File: src/rtl/csa_row_sequencer.sv
// Serial-in / serial-out wrapper around an eight-operand carry-save adder.
// Define CSA_ROW_SEQ_OVERLAP_EN to collect the next row while a result waits.
module csa_eight #(
  parameter int SIZE        = 8,
  parameter int APPROX_BITS = 0
) (
  input  logic [SIZE-1:0] a,
  input  logic [SIZE-1:0] b,
  input  logic [SIZE-1:0] c,
  input  logic [SIZE-1:0] d,
  input  logic [SIZE-1:0] e,
  input  logic [SIZE-1:0] f,
  input  logic [SIZE-1:0] g,
  input  logic [SIZE-1:0] h,
  input  logic [SIZE-1:0] k,
  input  logic            approx_en,
  output logic [SIZE+3:0] sum
);
  localparam int W = SIZE + 4;

  function automatic logic [2*W-1:0] fa(
    input logic [W-1:0] x,
    input logic [W-1:0] y,
    input logic [W-1:0] z
  );
    logic [W-1:0] cy;
    cy = (x & y) | (x & z) | (y & z);
    return {x ^ y ^ z, cy[W-2:0], 1'b0};
  endfunction

  logic [W-1:0] x [9];
  logic [W-1:0] s1 [6];
  logic [W-1:0] s2 [4];
  logic [W-1:0] s3 [3];
  logic [W-1:0] s4 [2];
  logic [W-1:0] exact;

  always_comb begin
    x[0] = W'($signed(a));
    x[1] = W'($signed(b));
    x[2] = W'($signed(c));
    x[3] = W'($signed(d));
    x[4] = W'($signed(e));
    x[5] = W'($signed(f));
    x[6] = W'($signed(g));
    x[7] = W'($signed(h));
    x[8] = W'($signed(k));
    // 9 -> 6 -> 4 -> 3 -> 2 reduction, modulo 2^W
    {s1[0], s1[1]} = fa(x[0], x[1], x[2]);
    {s1[2], s1[3]} = fa(x[3], x[4], x[5]);
    {s1[4], s1[5]} = fa(x[6], x[7], x[8]);
    {s2[0], s2[1]} = fa(s1[0], s1[1], s1[2]);
    {s2[2], s2[3]} = fa(s1[3], s1[4], s1[5]);
    {s3[0], s3[1]} = fa(s2[0], s2[1], s2[2]);
    s3[2] = s2[3];
    {s4[0], s4[1]} = fa(s3[0], s3[1], s3[2]);
    exact = s4[0] + s4[1];
    sum = exact;
    for (int i = 0; i < W; i++) begin
      if (approx_en && i < APPROX_BITS) begin
        sum[i] = s4[0][i] | s4[1][i];
      end
    end
  end
endmodule

module csa_row_sequencer #(
  parameter int SIZE        = 8,
  parameter int APPROX_BITS = 0
) (
  input  logic            clk,
  input  logic            rst,
  input  logic            in_valid,
  output logic            in_ready,
  input  logic [SIZE-1:0] in_data,
  input  logic [SIZE-1:0] constant,
  input  logic            approx_en,
  output logic            out_valid,
  input  logic            out_ready,
  output logic [SIZE+4:0] out_sum
);
  typedef enum logic [1:0] {
    COLLECT,
    SUM,
    OUT
  } state_t;

  state_t          state_q, state_d;
  logic [2:0]      idx_q, idx_d;
  logic [SIZE-1:0] ops_q [8];
  logic [SIZE-1:0] ops_d [8];
  logic [SIZE-1:0] cst_q, cst_d;
  logic            apx_q, apx_d;
  logic [SIZE+4:0] sum_q, sum_d;
  logic            vld_q, vld_d;
  logic            en_q, en_d;
  logic [SIZE+3:0] csa_sum;
  logic            acc;
  logic            last;

  csa_eight #(
    .SIZE       (SIZE),
    .APPROX_BITS(APPROX_BITS)
  ) u_csa (
    .a        (ops_q[0]),
    .b        (ops_q[1]),
    .c        (ops_q[2]),
    .d        (ops_q[3]),
    .e        (ops_q[4]),
    .f        (ops_q[5]),
    .g        (ops_q[6]),
    .h        (ops_q[7]),
    .k        (cst_q),
    .approx_en(apx_q),
    .sum      (csa_sum)
  );

  always_comb begin
    state_d = state_q;
    idx_d   = idx_q;
    ops_d   = ops_q;
    cst_d   = cst_q;
    apx_d   = apx_q;
    sum_d   = sum_q;
    vld_d   = vld_q;
    en_d    = 1'b1;
`ifdef CSA_ROW_SEQ_OVERLAP_EN
    // only the row-closing sample waits for an unaccepted result
    in_ready = en_q &&
      !(idx_q == 3'd7 && vld_q && !out_ready);
`else
    in_ready = en_q && (state_q == COLLECT);
`endif
    acc  = in_valid && in_ready;
    last = acc && (idx_q == 3'd7);
    if (acc) begin
      ops_d[idx_q] = in_data;
      idx_d        = idx_q + 3'd1;
      if (idx_q == 3'd0) begin
        cst_d = constant;
        apx_d = approx_en;
      end
    end
    unique case (state_q)
      COLLECT: begin
        if (last) state_d = SUM;
      end
      SUM: begin
        sum_d   = {csa_sum[SIZE+3], csa_sum};
        vld_d   = 1'b1;
        state_d = OUT;
      end
      OUT: begin
        if (out_ready) begin
          vld_d   = 1'b0;
          state_d = last ? SUM : COLLECT;
        end
      end
      default: state_d = COLLECT;
    endcase
  end

  always_ff @(posedge clk or posedge rst) begin
    if (rst) begin
      state_q <= COLLECT;
      idx_q   <= 3'd0;
      for (int i = 0; i < 8; i++) ops_q[i] <= '0;
      cst_q   <= '0;
      apx_q   <= 1'b0;
      sum_q   <= '0;
      vld_q   <= 1'b0;
      en_q    <= 1'b0;
    end else begin
      state_q <= state_d;
      idx_q   <= idx_d;
      ops_q   <= ops_d;
      cst_q   <= cst_d;
      apx_q   <= apx_d;
      sum_q   <= sum_d;
      vld_q   <= vld_d;
      en_q    <= en_d;
    end
  end

  assign out_valid = vld_q;
  assign out_sum   = sum_q;
endmodule

File: config.mk
export PLATFORM = sky130hd
export DESIGN_NAME = csa_row_sequencer
export DESIGN_NICKNAME = d
export VERILOG_FILES = /design/src/rtl/csa_row_sequencer.sv
export SDC_FILE = /design/constraint.sdc
export NUM_CORES = 1
export LEC_CHECK = 0
export ABC_CLOCK_PERIOD_IN_PS = 11310
export BUFFER_PORTS_ARGS = -buffer_cell sky130_fd_sc_hd__buf_2
export CAP_MARGIN = 10
export CORE_UTILIZATION = 35
export CTS_CLUSTER_SIZE = 20
export DETAILED_ROUTE_END_ITERATION = 10
export PLACE_DENSITY = 0.52
export SYNTH_ARGS = -nofsm -noshare
export SYNTH_HDL_FRONTEND = slang
export SYNTH_SLANG_ARGS = --single-unit
File: constraint.sdc
create_clock -name clk -period 11.31 [get_ports clk]
set_input_delay 1.131 -clock clk [delete_from_list [all_inputs] [get_ports clk]]
set_output_delay 1.131 -clock clk [all_outputs]
set_load 0.05 [all_outputs]
==> impl_metrics.py, run 1 <==
metrics = {
    "synth": {
        "synth_simple_gate_area_frac": 0.0558,
        "synth_compound_area_frac": 0.0309,
        "synthCells": 425,
        "synth_area_leader_cell": "dfrtp_1",
        "synth_area_sq_um": 5380,
        "yosysWarnings": 0,
        "synthTopCellsByCount": "dfrtp_1, inv_1, mux2_2",
        "synth_top_family_by_area": "adder cells",
        "syn_nets": 520,
        "synth.top_cell.area_share": 0.423,
        "synth_xor_area_frac": 0.00976,
        "synthArstFlopShare": 1.00,
        "synth-edff-count": 0,
        "yosysMostFrequentCell": "dfrtp_1",
        "synth_mux_area_frac": 0.156,
        "ys_seq_area_frac": 0.423,
        "ys_top_cells_by_area": "dfrtp_1, fa_1, mux2_2, inv_1, ha_1",
        "ys_ff_latch": 91,
        "synthAdderAreaFrac": 0.254,
        "synth.avg_cell_area_sq_um": 12.7,
        "ys.flop_type": "dfrtp_1",
        "synthDistinctLibCells": 35,
    },
    "cells_and_area": {
        "drive_above_1_share": 0.279,
        "final_nets": 557,
        "diodes": 0,
        "fillers": 1419,
        "layout-area-overhead-vs-synth_pct": 13.3,
        "final_core_util": 0.414,
    },
    "timing": {
        "relSlewSlack": 0.524,
        "final-setup-viol-count": 0,
        "fmax_mhz": 234,
        "tightestPinTransition_ns": 0.714,
        "fin_skew_ns": 0.00691,
        "slew_violations": 0,
        "min_period_ns": 4.28,
        "setup_tns_ns": 0,
        "hold_ws_ns": 0.470,
        "finalHoldViolations": 0,
        "final.period_utilization": 0.379,
        "rsz0062_at_grt": "false",
    },
    "floorplan": {
        "io-pin-count": 36,
        "core_sq_um": 14800,
        "dieArea_sq_um": 15900,
        "die_h_microns": 126,
        "row_count": 44,
        "die_x_microns": 126,
        "initial_core_util": 0.365,
    },
    "placed_design": {
        "hpwl_mm": 7.49,
        "port_buffers": 34,
        "place_congestion": 0.736,
    },
    "status": {
        "run_status": "completed",
    },
    "global_routing": {
        "grt_pass1_wl_mm": 17.0,
        "grt_usage": 0.142,
        "grt_pass1_vias": 3327,
        "grt_overflow": 0,
        "grt_max_degree": 56,
        "antenna_found_initial": 0,
    },
    "route": {
        "drt-total-wl_mm": 9.92,
        "vias_per_cell": 4.70,
        "ant_nets": 0,
        "drt_iter0_markers": 118,
        "drtPass1Iterations": 4,
        "drc": 0,
        "vias": 3058,
        "drt-wirelength-per-cell_microns": 15.3,
    },
    "clock_network": {
        "cts-root-buf": "clkbuf_16",
        "clk_pin_slew_worst_paths_ns": 0.06,
        "post_cts_resized": 0,
        "numCtsBuffers": 9,
        "cts_tree": "yes",
        "cts_hold_buf": 0,
        "insertion_delay_ns": 0.34,
        "cts_setup_buffers": 0,
        "htree_levels": 3,
        "cts_buffer_depth": 2,
        "cts.sinks": 91,
    },
    "worst_hold_path": {
        "worstHoldPathType": "reg -> reg",
    },
    "job": {
        "cap_viol_max_count": 0,
    },
    "setup_path": {
        "crit_arrival_ns": 4.47,
        "cp-start-kind": "flop",
        "end_kind": "flop",
        "max_stage_delay_ns": 0.54,
        "slowest_stage": "fa_1",
        "crit_type": "reg -> reg",
        "worstPathRequired_ns": 11.50,
        "crit_path_cell_trace": "inv_1 -> fa_1 -> inv_1 -> fa_1 -> inv_1 -> fa_1 -> inv_1 -> fa_1 -> ha_1 -> inv_1 -> fa_1 -> nor2b_1 -> o31ai_1 -> a21oi_1 -> mux2i_1 -> o311ai_0",
        "cp_max_fo": 3,
    },
}
-- routing by layer --
| metal | wire length, microns | vias up | global-route usage |
|---|---|---|---|
| li1 | - | 1416 | - |
| met1 | 4690 | 1597 | 0.192 |
| met2 | 4830 | 37 | 0.226 |
| met3 | 279 | 8 | 0.0340 |
| met4 | 127 | 0 | 0.0468 |
| met5 | 0 | - | 0 |
-- cell type report --
class	instances	area [sq um]	area share
inverters	88	332	0.0543
clock buffers	11	253	0.0414
repair buffers	35	178	0.0291
well taps	184	230	0.0377
multi-input cells	237	2730	0.448
flip-flops and latches	91	2280	0.373
clock inverters	4	97.6	0.0160
-- through the flow --
| stage | instance area [sq um] | std cells | setup slack (ns) |
|---|---|---|---|
| 5_1_grt | 6100 | 650 | 6.73 |
| 3_3_place_gp | 5750 | 635 | 7.03 |
| 2_1_floorplan | 5380 | 425 | 7.33 |
| 3_5_place_dp | 5750 | 635 | 6.99 |
| 4_1_cts | 6100 | 650 | 6.98 |
| 6_report | 6100 | 650 | 7.03 |
-- worst max-delay path: cells and delay by family (launching register included) --
kind	cells	cell delay [ns]
muxes	1	0.19
DFF	1	0.35
AOI/OAI and AO/OA	3	0.44
buffers and inverters	5	0.29
and+or+nand+nor	1	0.21
adders and majority gates	6	2.63
-- cell usage in the layout (no fill, tap or decap), types with 4 or more instances in the layout --
cell type  synthesis  final
nor3_4             4      4
buf_2              3     34
xnor2_1            5      5
clkbuf_16          0      9
nor2_1             4      4
and3_1             4      4
a21oi_1           10     10
ha_1              15     15
nand2b_1           4      4
o21ai_0           12     12
nand2_1           24     24
dfrtp_1           91     91
nand3_1            4      4
fa_1              59     59
inv_1             86     85
mux2_2            73     73
-- worst paths after layout --
| path | start | to | slack (ns) | depth (start not counted) |
|---|---|---|---|---|
| setup / recovery | ops_q[18]$_DFFE_PP0P_ | out_sum[10]$_DFFE_PP0P_ | 7.03 | 16 |
| hold / removal | out_sum[1]$_DFFE_PP0P_ | out_sum[1]$_DFFE_PP0P_ | 0.47 | 2 |
| setup reg to reg | ops_q[18]$_DFFE_PP0P_ | out_sum[10]$_DFFE_PP0P_ | 7.03 | 16 |
| hold reg to reg | out_sum[1]$_DFFE_PP0P_ | out_sum[1]$_DFFE_PP0P_ | 0.47 | 2 |
| max in group asynchronous | rst | ops_q[49]$_DFFE_PP0P_ | 9.30 | 3 |
| min in group asynchronous | rst | out_sum[11]$_DFFE_PP0P_ | 0.85 | 2 |
-- cells by family after synthesis --
family,Yosys count
flip-flops,91
multiplexers,75
XOR/XNOR,6
buffers and inverters,97
adder cells (fa/ha/maj),74
other,1
AO/OA/AOI/OAI,29
AND/OR/NAND/NOR,52
-- flip-flops by register name, indices dropped and copies added (netlist names) --
| signal | count |
|---|---|
| cst_q | 8 |
| en_q | 1 |
| idx_q | 3 |
| ops_q | 64 |
| out_sum | 12 |
| out_valid | 1 |
| state_q | 2 |
Power of run 1 is not shown: default switching activity piles up to over one toggle a cycle in this logic, so the estimate is an artifact.
==> inputs of run 2 (changes only) <==
- ABC_AREA: not set -> 1
- ABC_CLOCK_PERIOD_IN_PS: 11310 -> 3500
- PLACE_DENSITY: 0.52 -> 0.54
- clock period: 11.31 -> 3.5 ns (I/O delays scaled with it)
==> run 2 against run 1 <==
The flow now finishes with violations (negative setup slack); non-clock buffer count increased by 25; via count increased by 20%; critical endpoint unchanged; critical path type unchanged; cell area increased by 3.8%; count of clock-buffer cells in the layout increased by 1; core utilization increased by 0.46 points; worst hold slack got worse by 0.30 ns; sequential share of layout area decreased by 1.4 points; die area increased by 0.53%; highest routed layer unchanged; maximum frequency increased by 11%; clock skew about the same; synthesized cell count increased by 32%.
==> impl_metrics.py, run 2 <==
metrics = {
    "clock_network": {
        "cts_hold_buf": 0,
        "cts-root-buf": "clkbuf_16",
        "cts.sinks": 91,
        "numCtsBuffers": 9,
        "insertion_delay_ns": 0.35,
        "cts_buffer_depth": 2,
        "htree_levels": 3,
        "clk_pin_slew_worst_paths_ns": 0.06,
        "cts_tree": "yes",
    },
    "cells_and_area": {
        "largest_reg_flops": 64,
        "drive_above_1_share": 0.190,
        "diodes": 0,
        "layout-area-overhead-vs-synth_pct": 17.0,
        "final_nets": 713,
        "regMostFlops": "ops_q",
        "final_cell_mix": "nand2_1, inv_1, dfrtp_1",
        "layout_commonest_cell": "nand2_1",
        "instances_no_fill": 810,
        "fillers": 1500,
    },
    "synth": {
        "synth.avg_cell_area_sq_um": 9.66,
        "ys_seq_area_frac": 0.421,
        "synthArstFlopShare": 1.00,
        "synth-edff-count": 0,
        "synth_area_leader_cell": "dfrtp_1",
        "synthTopCellsByCount": "nand2_1, inv_1, dfrtp_1",
        "synthDistinctLibCells": 28,
        "ys_ff_latch": 91,
        "synth.top_cell.area_share": 0.421,
        "ys_top_cells_by_area": "dfrtp_1, fa_1, nand2_1, inv_1, o21ai_0",
        "yosysMostFrequentCell": "nand2_1",
        "yosysWarnings": 0,
        "synthCells": 560,
        "ys.flop_type": "dfrtp_1",
        "syn_nets": 655,
        "synth_area_sq_um": 5410,
    },
    "setup_path": {
        "rr_worst_depth": 17,
        "reg2reg_to": "out_sum[10]$_DFFE_PP0P_",
        "cp-start-kind": "flop",
        "cp_max_fo": 3,
        "end_kind": "flop",
        "crit_type": "reg -> reg",
        "crit_arrival_ns": 4.09,
        "rrSetupSlack_ns": -0.35,
        "worstPathRequired_ns": 3.74,
        "worstReg2RegStart": "ops_q[34]$_DFFE_PP0P_",
    },
    "timing": {
        "final-setup-viol-count": 9,
        "relSlewSlack": 0.363,
        "layout_setup_ws_ns": -0.353,
        "fmax_mhz": 260,
        "slew_violations": 0,
        "min_period_ns": 3.85,
        "tightestPinTransition_ns": 0.956,
        "rsz0062_at_grt": "true",
        "finalHoldViolations": 0,
        "final.period_utilization": 1.10,
        "fin_skew_ns": 0.00667,
    },
    "route": {
        "drtPass1Iterations": 4,
        "drc": 0,
        "vias": 3659,
        "drt-total-wl_mm": 11.0,
        "drt-wirelength-per-cell_microns": 13.6,
        "ant_nets": 0,
        "drt_iter0_markers": 103,
        "vias_per_cell": 4.52,
    },
    "placed_design": {
        "place_congestion": 0.762,
        "port_buffers": 34,
        "place_ws_ns": -0.352,
        "hpwl_mm": 8.15,
        "placedCellCount": 790,
    },
    "global_routing": {
        "antenna_found_initial": 0,
        "busiest_layer": "met2",
        "grt_overflow": 0,
        "use_met1": 0.195,
        "grt_max_degree": 54,
        "grt_pass1_wl_mm": 18.9,
        "grt_pass1_vias": 3947,
        "use_met3": 0.0380,
        "grt_usage": 0.156,
        "grt_use_met2": 0.270,
    },
    "status": {
        "run_status": "complete, but fails checks",
        "violations": "negative setup slack",
    },
    "floorplan": {
        "initial_core_util": 0.357,
        "dieArea_sq_um": 16000,
        "io-pin-count": 36,
        "die_h_microns": 126,
        "core_sq_um": 15100,
        "die_x_microns": 126,
        "row_count": 45,
    },
    "worst_hold_path": {
        "worstHoldPathType": "in -> async",
    },
    "job": {
        "cap_viol_max_count": 0,
    },
}
run 2: cell count changes after synthesis, sizes merged, moves of 3 or more:
cell,before,now
nand2,24,111
mux2,73,0
nor2,4,52
o21ai,12,48
a21oi,10,37
inv,87,109
nand3,4,13
buf,5,11
and3,4,0
nand2b,4,0
nor3,4,0
nor2b,3,0
run 2: cells by family after synthesis:
family          count (synthesis)  synth area share
simple gates                  180             0.144
buf+inv                       122            0.0927
flops                          91             0.421
compound gates                 88            0.0825
fa+ha+maj                      74             0.253
xor+xnor                        4           0.00648
other cells                     1          0.000693
run 2: cell type report:
type | count | area (sq um) | share of cell area
multi-input cells | 347 | 2780 | 0.439
inverters | 109 | 410 | 0.0648
repair buffers | 60 | 365 | 0.0577
clock buffers | 12 | 246 | 0.0389
flip-flops and latches | 91 | 2280 | 0.360
well taps | 188 | 235 | 0.0371
clock inverters | 3 | 15.0 | 0.00237
run 2: per-layer routing:
layer / wire [microns] / part of all wire
met5: 0 / 0
met4: 119 / 0.011
met3: 295 / 0.027
met2: 5540 / 0.50
met1: 5080 / 0.46
run 2: worst max path at each step:
| stage | from | end | depth (start not counted) |
|---|---|---|---|
| detailed placement | ops_q[34]$_DFFE_PP0P_ | out_sum[10]$_DFFE_PP0P_ | 17 |
| global placement | ops_q[34]$_DFFE_PP0P_ | out_sum[10]$_DFFE_PP0P_ | 17 |
| CTS | ops_q[34]$_DFFE_PP0P_ | out_sum[8]$_DFFE_PP0P_ | 17 |
| floorplan | ops_q[34]$_DFFE_PP0P_ | out_sum[8]$_DFFE_PP0P_ | 17 |
| global route | ops_q[34]$_DFFE_PP0P_ | out_sum[10]$_DFFE_PP0P_ | 17 |
| finish | ops_q[34]$_DFFE_PP0P_ | out_sum[10]$_DFFE_PP0P_ | 17 |
run 2: through the flow:
stage	instance area, sq um	util	hold WS [ns]	TNS (ns)
after global placement	5910	0.390	0.454	-1.70
after floorplan	5440	-	0.453	-0.269
after global routing	6330	0.418	0.206	-3.18
after detailed placement	5910	0.390	0.453	-2.15
final	6330	0.418	0.166	-1.88
after CTS	6220	0.411	0.191	-2.13
run 2: what timing repair did:
item,4_1_cts,5_1_grt
buffers inserted,2,5
resized for setup,14,19
endpoints found under the setup margin,9,9
pin swaps,7,12
run 2: critical path, stage by stage, from the launching register on:
cell     delay (ns)
dfrtp_1        0.34
inv_2          0.05
fa_1           0.54
inv_2          0.04
fa_1           0.53
inv_1          0.05
fa_1           0.50
inv_2          0.05
fa_1           0.49
ha_2           0.22
inv_2          0.05
fa_2           0.37
o21ai_4        0.20
nand2_1        0.09
nand2_1        0.07
nand2_1        0.04
nand3_1        0.06
nand2_1        0.05
Power of run 2 is left out for the same reason.
